### src/rtl/fetch_stage.sv
// fetch_stage: program-counter owner issuing in-order imem fetches into a prefetch queue with redirect flush
module fetch_stage #(
  parameter logic [31:0] RESET_PC = 32'h0000_0000,
  parameter int DEPTH = 4
) (
  input  logic        clk,
  input  logic        rst,
  output logic        imem_req,
  output logic [31:0] imem_addr,
  input  logic        imem_gnt,
  input  logic        imem_rvalid,
  input  logic [31:0] imem_rdata,
  input  logic        redirect,
  input  logic [31:0] redirect_pc,
  output logic        out_valid,
  input  logic        out_ready,
  output logic [31:0] out_instr,
  output logic [31:0] out_pc,
  output logic [31:0] out_pc_plus4
);
  localparam int AW = $clog2(DEPTH);
  localparam int CW = AW + 1;
  localparam logic [CW:0] DEPTH_W = (CW + 1)'(DEPTH);
  logic [31:0] fetch_pc, resp_pc, target;
  logic [31:0] q_instr [DEPTH];
  logic [31:0] q_pc [DEPTH];
  logic [AW-1:0] rd_ptr, wr_ptr;
  logic [CW-1:0] count, inflight, drop, inflight_nx;
  logic [CW:0] occ;
  logic issue, accept, deq;
  // every in-flight word already owns a queue slot, so the queue never overflows
  assign occ = {1'b0, count} + {1'b0, inflight};
  assign imem_req = rst & (occ < DEPTH_W);
  assign imem_addr = fetch_pc;
  assign issue = imem_req & imem_gnt;
  assign accept = imem_rvalid & (drop == '0);
  assign deq = out_valid & out_ready;
  assign inflight_nx = inflight + CW'(issue) - CW'(imem_rvalid);
  assign target = redirect_pc & ~32'h3;
  assign out_valid = count != '0;
  assign out_instr = q_instr[rd_ptr];
  assign out_pc = q_pc[rd_ptr];
  assign out_pc_plus4 = out_pc + 32'd4;
  always_ff @(posedge clk) begin
    if (!rst) begin
      fetch_pc <= RESET_PC;
      resp_pc <= RESET_PC;
      rd_ptr <= '0;
      wr_ptr <= '0;
      count <= '0;
      inflight <= '0;
      drop <= '0;
      for (int i = 0; i < DEPTH; i++) begin
        q_instr[i] <= '0;
        q_pc[i] <= '0;
      end
    end else begin
      inflight <= inflight_nx;
      if (redirect) begin
        // anything still outstanding after this edge belongs to the old path
        fetch_pc <= target;
        resp_pc <= target;
        rd_ptr <= '0;
        wr_ptr <= '0;
        count <= '0;
        drop <= inflight_nx;
      end else begin
        if (issue) fetch_pc <= fetch_pc + 32'd4;
        if (imem_rvalid && drop != '0) drop <= drop - CW'(1);
        if (accept) begin
          q_instr[wr_ptr] <= imem_rdata;
          q_pc[wr_ptr] <= resp_pc;
          wr_ptr <= wr_ptr + AW'(1);
          resp_pc <= resp_pc + 32'd4;
        end
        if (deq) rd_ptr <= rd_ptr + AW'(1);
        count <= count + CW'(accept) - CW'(deq);
      end
    end
  end
endmodule
### config.mk
export PLATFORM = sky130hd
export DESIGN_NAME = fetch_stage
export DESIGN_NICKNAME = d
export VERILOG_FILES = /design/src/rtl/fetch_stage.sv
export SDC_FILE = /design/constraint.sdc
export NUM_CORES = 1
export LEC_CHECK = 0
export ABC_AREA = 1
export BUFFER_PORTS_ARGS = -buffer_cell sky130_fd_sc_hd__buf_2
export CAP_MARGIN = 40
export CORE_MARGIN = 2
export CORE_UTILIZATION = 30
export DETAILED_ROUTE_END_ITERATION = 8
export GPL_TIMING_DRIVEN = 0
export PLACE_DENSITY = 0.47
export SLEW_MARGIN = 10
export SYNTH_ARGS = -nofsm -noshare
export SYNTH_HDL_FRONTEND = slang
export SYNTH_SLANG_ARGS = --single-unit
export TNS_END_PERCENT = 20
### constraint.sdc
create_clock -name clk -period 21.5 [get_ports clk]
set_clock_uncertainty 0.05 [all_clocks]
set_input_delay 5.375 -clock clk [delete_from_list [all_inputs] [get_ports clk]]
set_output_delay 5.375 -clock clk [all_outputs]
set_load 0.02 [all_outputs]
# After elaboration in Yosys (flattened, before gate mapping)

Memory sizes are Yosys's and may differ from the RTL's. A register that Yosys moved wholly into a read port is not among the register bits.
Cells that the tools add are included.

Register bits: 77
Memory bits (writable): 256
Bits of input ports: 70
Output and inout port bits: 130
Word-level logic and storage cells: 59
Memories: 2

Memories:

| name    | depth | width | read ports | clocked after Yosys merged registers in | wr ports | RTL line | source |
|---|---|---|---|---|---|---|---|
| q_instr | 4     | 32    | 1          | 1                                       | 4        | 25       | `logic [31:0] q_instr [DEPTH];` |
| q_pc    | 4     | 32    | 1          | 1                                       | 4        | 26       | `logic [31:0] q_pc [DEPTH];` |

Add/subtract/negate cells: 11
Order comparisons: 1
Mux-type cells: 21
Bitwise gates (word level): 5
Reductions and logical operators: 10

Operators by type and width:

| cell                  | number |
|---|---|
| $mux 32               | 6 |
| $add 32x3->32 const B | 3 |
| $reduce_or 32->1      | 2 |
| $mux 2                | 6 |
| $mux 1                | 7 |
| $add 3x1->3           | 2 |
| $mux 3                | 2 |
| $reduce_bool 2->1     | 3 |
| $reduce_bool 3->1     | 2 |
| $sub 3x1->3           | 2 |
| $add 2x1->2 const B   | 2 |
| $add 3x3->4           | 1 |
| $and 1x1->1           | 4 |
| $lt 4x3->1 const B    | 1 |
| $logic_not 3->1       | 1 |
| $sub 3x1->3 const B   | 1 |
| $reduce_or 2->1       | 1 |
| $logic_and 1x1->1     | 1 |
| $not 1->1             | 1 |

# Longest topological paths before layout

Depth after elaboration: 8
Mapped depth: 15
Depth with buffers taken out: 14

# Least setup slack after synthesis

No wires, ideal clock.

Path type: input port to output port
From: in rst
To: out imem_req
Arrival: 5,810 ps
Data required time: 16,075 ps
Path slack: 10,265 ps
Stages on the path: 4
Path buffers: 0
Path through: inv_2 nor2_1 nand2_1 nor2_2

Longest elaborated chain between the ends: 1

RTL lines:

| what            | RTL line | source |
|---|---|---|
| start, declared | 7        | `input logic rst,` |
| $and 1x1->1     | 33       | `assign imem_req = rst & (occ < DEPTH_W);` |
| end, declared   | 8        | `output logic imem_req,` |

Every way passes these cells.

# Final worst setup path

Ends and elaborated chain as after synthesis.

==> results.toml <==
[finish]
final_net_count = 2465
areaGrowthSynthToFinish_pct = 21.43
drive_gt1_share_pct = 15.10
filler_cells_inserted = 6010
antenna_diode_count = 0
sequential_cell_area_sq_um = 8949
layout.cells.non_filler = 3167
multi_input_area_sq_um = 6676
mostFrequentLayoutCells = "nand2_1, nor2_1, edfxtp_1, inv_1, buf_2"
layout_commonest_cell = "nand2_1"

[place]
dp_worst_setup_slack_ps = 9877
routability_driven_placement_congestion_ratio = 0.8782
place.detailed.hpwl_mm = 44.07
port-buffer-count = 191
number_of_placed_cells_counting_well_taps = 3097

[global_route]
grt_start_max_net_pins = 36
number_of_antenna_violations_at_the_first_check_in_global_routing = 0
grt_util_met3_pct = 3.257
gr-total-overflow = 0
groute.usage.overall_pct = 20.26
grt_use_met2_pct = 33.65
global_route.peak_usage_layer = "met2"
grt_first_pass_wirelength_mm = 90.79
first_global_vias = 15110
groute.layer.met1.usage_pct = 26.73

[clocking]
tritoncts = "built"
clock_path_buffers = 3
cts_post_setup_buffers_inserted = 0
post_cts_hold_buffer_count = 0
cts_buffers = 39
clock-root-buffer = "clkbuf_16"
clock_insertion_delay_worst_skew_ps = 580
clock_sink_count = 323
post_cts.resized_instances = 0
ctsHtreeMaxLevel = 2
cts.clk_slew.worst_paths_ps = 60

[die]
rows = 87
design.core.area_sq_um = 56170
initial_core_util_pct = 30.25
die_area_sq_um = 58550
die_h_microns = 242.0
die_width_microns = 242.0
design.portCount = 200

[timing]
fin_ws_ps = 9868
whs_ps = 420.6
finalSetupViolCount = 0
tns_ps = 0
timing_worst_slew_pin_value_ps = 845.9
unrepaired_setup_endpoints_after_global_routing = "no"
fmaxAchievable_mhz = 85.97
worst_slew_margin_rel_pct = 43.61
fin_crit_ps = 11630
final_min_period_over_clock_period_pct = 54.10
finalMaxSlewViolations = 0
hold_violations_final = 0

[detailed_routing]
detail_route.drc_violations = 0
drt-initial-drc-count = 1023
drtAntennaViolNets = 0
route.vias.total = 15220
drtPass1Iterations = 5
postRouteWirelength_mm = 60.00
avgViaCountPerCell = 4.804
wl_per_cell_microns = 18.94

[critical_path]
required_time_of_the_critical_path_ps = 16080
timing.critical_path.from_type = "input port"
worstSetupEndpointType = "primary output"
crit_fanout = 10
worstSetupPathType = "input port to primary output"
crit_arrival_ps = 6210

[power_and_ir_drop]
power.density_cell_area_nw_per_um2 = 82.31
finalPower_mw = 1.698
power_leakage_nw = 8.484
peakVddDrop_v = 0.00005101

[logic_synthesis]
synthesis.instances = 2130
compound_cell_area_share_of_the_yosys_netlist_pct = 7.733
dominant_combinational_cell_family_by_area_after_synthesis = "simple AND/OR/NAND/NOR gates"
yosysWarningCount = 0
ys_ff_latch = 323
synth_fa_ha_area_share_pct = 1.046
yosysUniqueCellTypes = 48
synth_xor_area_share_pct = 1.237
post_synth_mux_area_share_pct = 0
seq_area_frac_synth_pct = 52.67
syn_area_sq_um = 16990
synthesized_area_fraction_occupied_by_and_or_nand_nor_cells_pct = 28.89
syn_area_per_cell_sq_um = 7.976

[status]
run_status = "finished, final reports clean"

[flow_run]
cap_violations = 0

[hold_path]
hp-class = "flip-flop to flip-flop"
[cell type report]
type	instances	share of cell area, %
timing repair buffer	206	6.380
inverter	236	4.343
clock buffer	52	5.319
buffer	101	2.572
multi-input combinational	1475	32.36
sequential	323	43.38
clock inverter	18	1.061
tap	756	4.585
[routing by layer]
layer	vias to the layer above	part of all wire [%]
met3	111	5.5
met5	-	0
met2	465	47
met1	7191	44
li1	7448	-
met4	0	3.4
[power by group]
group	leakage (nW)	switching [mW]	internal [mW]	total (mW)
Combinational	4.66	0.203	0.0806	0.283
Clock	0.639	0.281	0.400	0.681
Sequential	3.18	0.0217	0.712	0.734
[cells in the mapped netlist (all sizes together)]
master / number / area, sq um
a221oi: 1 / 8.760
a21oi: 49 / 245.2
a31o: 1 / 8.760
nor3: 57 / 290.3
ha: 11 / 137.6
nand3: 127 / 653.1
buf: 51 / 342.8
o2111ai: 1 / 8.760
a32oi: 1 / 8.760
conb: 1 / 3.750
nand2: 563 / 2161
fa: 2 / 40.04
o21bai: 1 / 7.510
and2: 1 / 6.260
or3: 1 / 6.260
nand3b: 4 / 30.03
o41ai: 1 / 8.760
xor2: 22 / 192.7
inv: 235 / 892.1
o21ai: 126 / 630.6
a211oi: 1 / 7.510
o22ai: 36 / 225.2
o31ai: 1 / 7.510
nand4: 21 / 131.4
or2: 6 / 37.54
o211ai: 7 / 52.55
nor2: 411 / 1593
clkinv: 1 / 3.750
xnor2: 2 / 17.52
a31oi: 15 / 93.84
dfxtp: 75 / 1501
edfxtp: 248 / 7447
clkbuf: 50 / 187.7
[per-stage QoR]
stage	util (%)	instance area, sq um
final	36.73	20630
after global routing	36.73	20630
after floorplan	-	17010
after CTS	36.73	20630
after global placement	33.67	18910
after detailed placement	34.38	19310
[kinds of logic after synthesis]
family / count (synthesis)
compound gates: 241
fa+ha+maj: 13
other cells: 1
flops: 323
buf+inv: 337
simple gates: 1191
xor+xnor: 24
[flip-flops by register name, indices dropped and copies added, names as in the netlist, named ones only]
name	flops
q_pc	120
imem_addr	30
wr_ptr	2
inflight	3
resp_pc	30
q_instr	128
rd_ptr	2
count	3
drop	3
[worst max-delay path, cell delays in order]
cell and delay [ps]:
buf_2 130, inv_2 130, nor2_1 110, nand2_1 70, nor2_2 190, buf_2 210
[path summary, 6_finish.rpt]
check	startpoint	end	slack, ps	cells after the start
setup / recovery	rst	imem_req	9870	6
setup reg to reg	drop[0]	q_instr[3][16]	17940	11
hold reg to reg	rd_ptr[1]	rd_ptr[1]	420	2
hold / removal	rd_ptr[1]	rd_ptr[1]	420	2
Power figures use the tool's default switching activity.
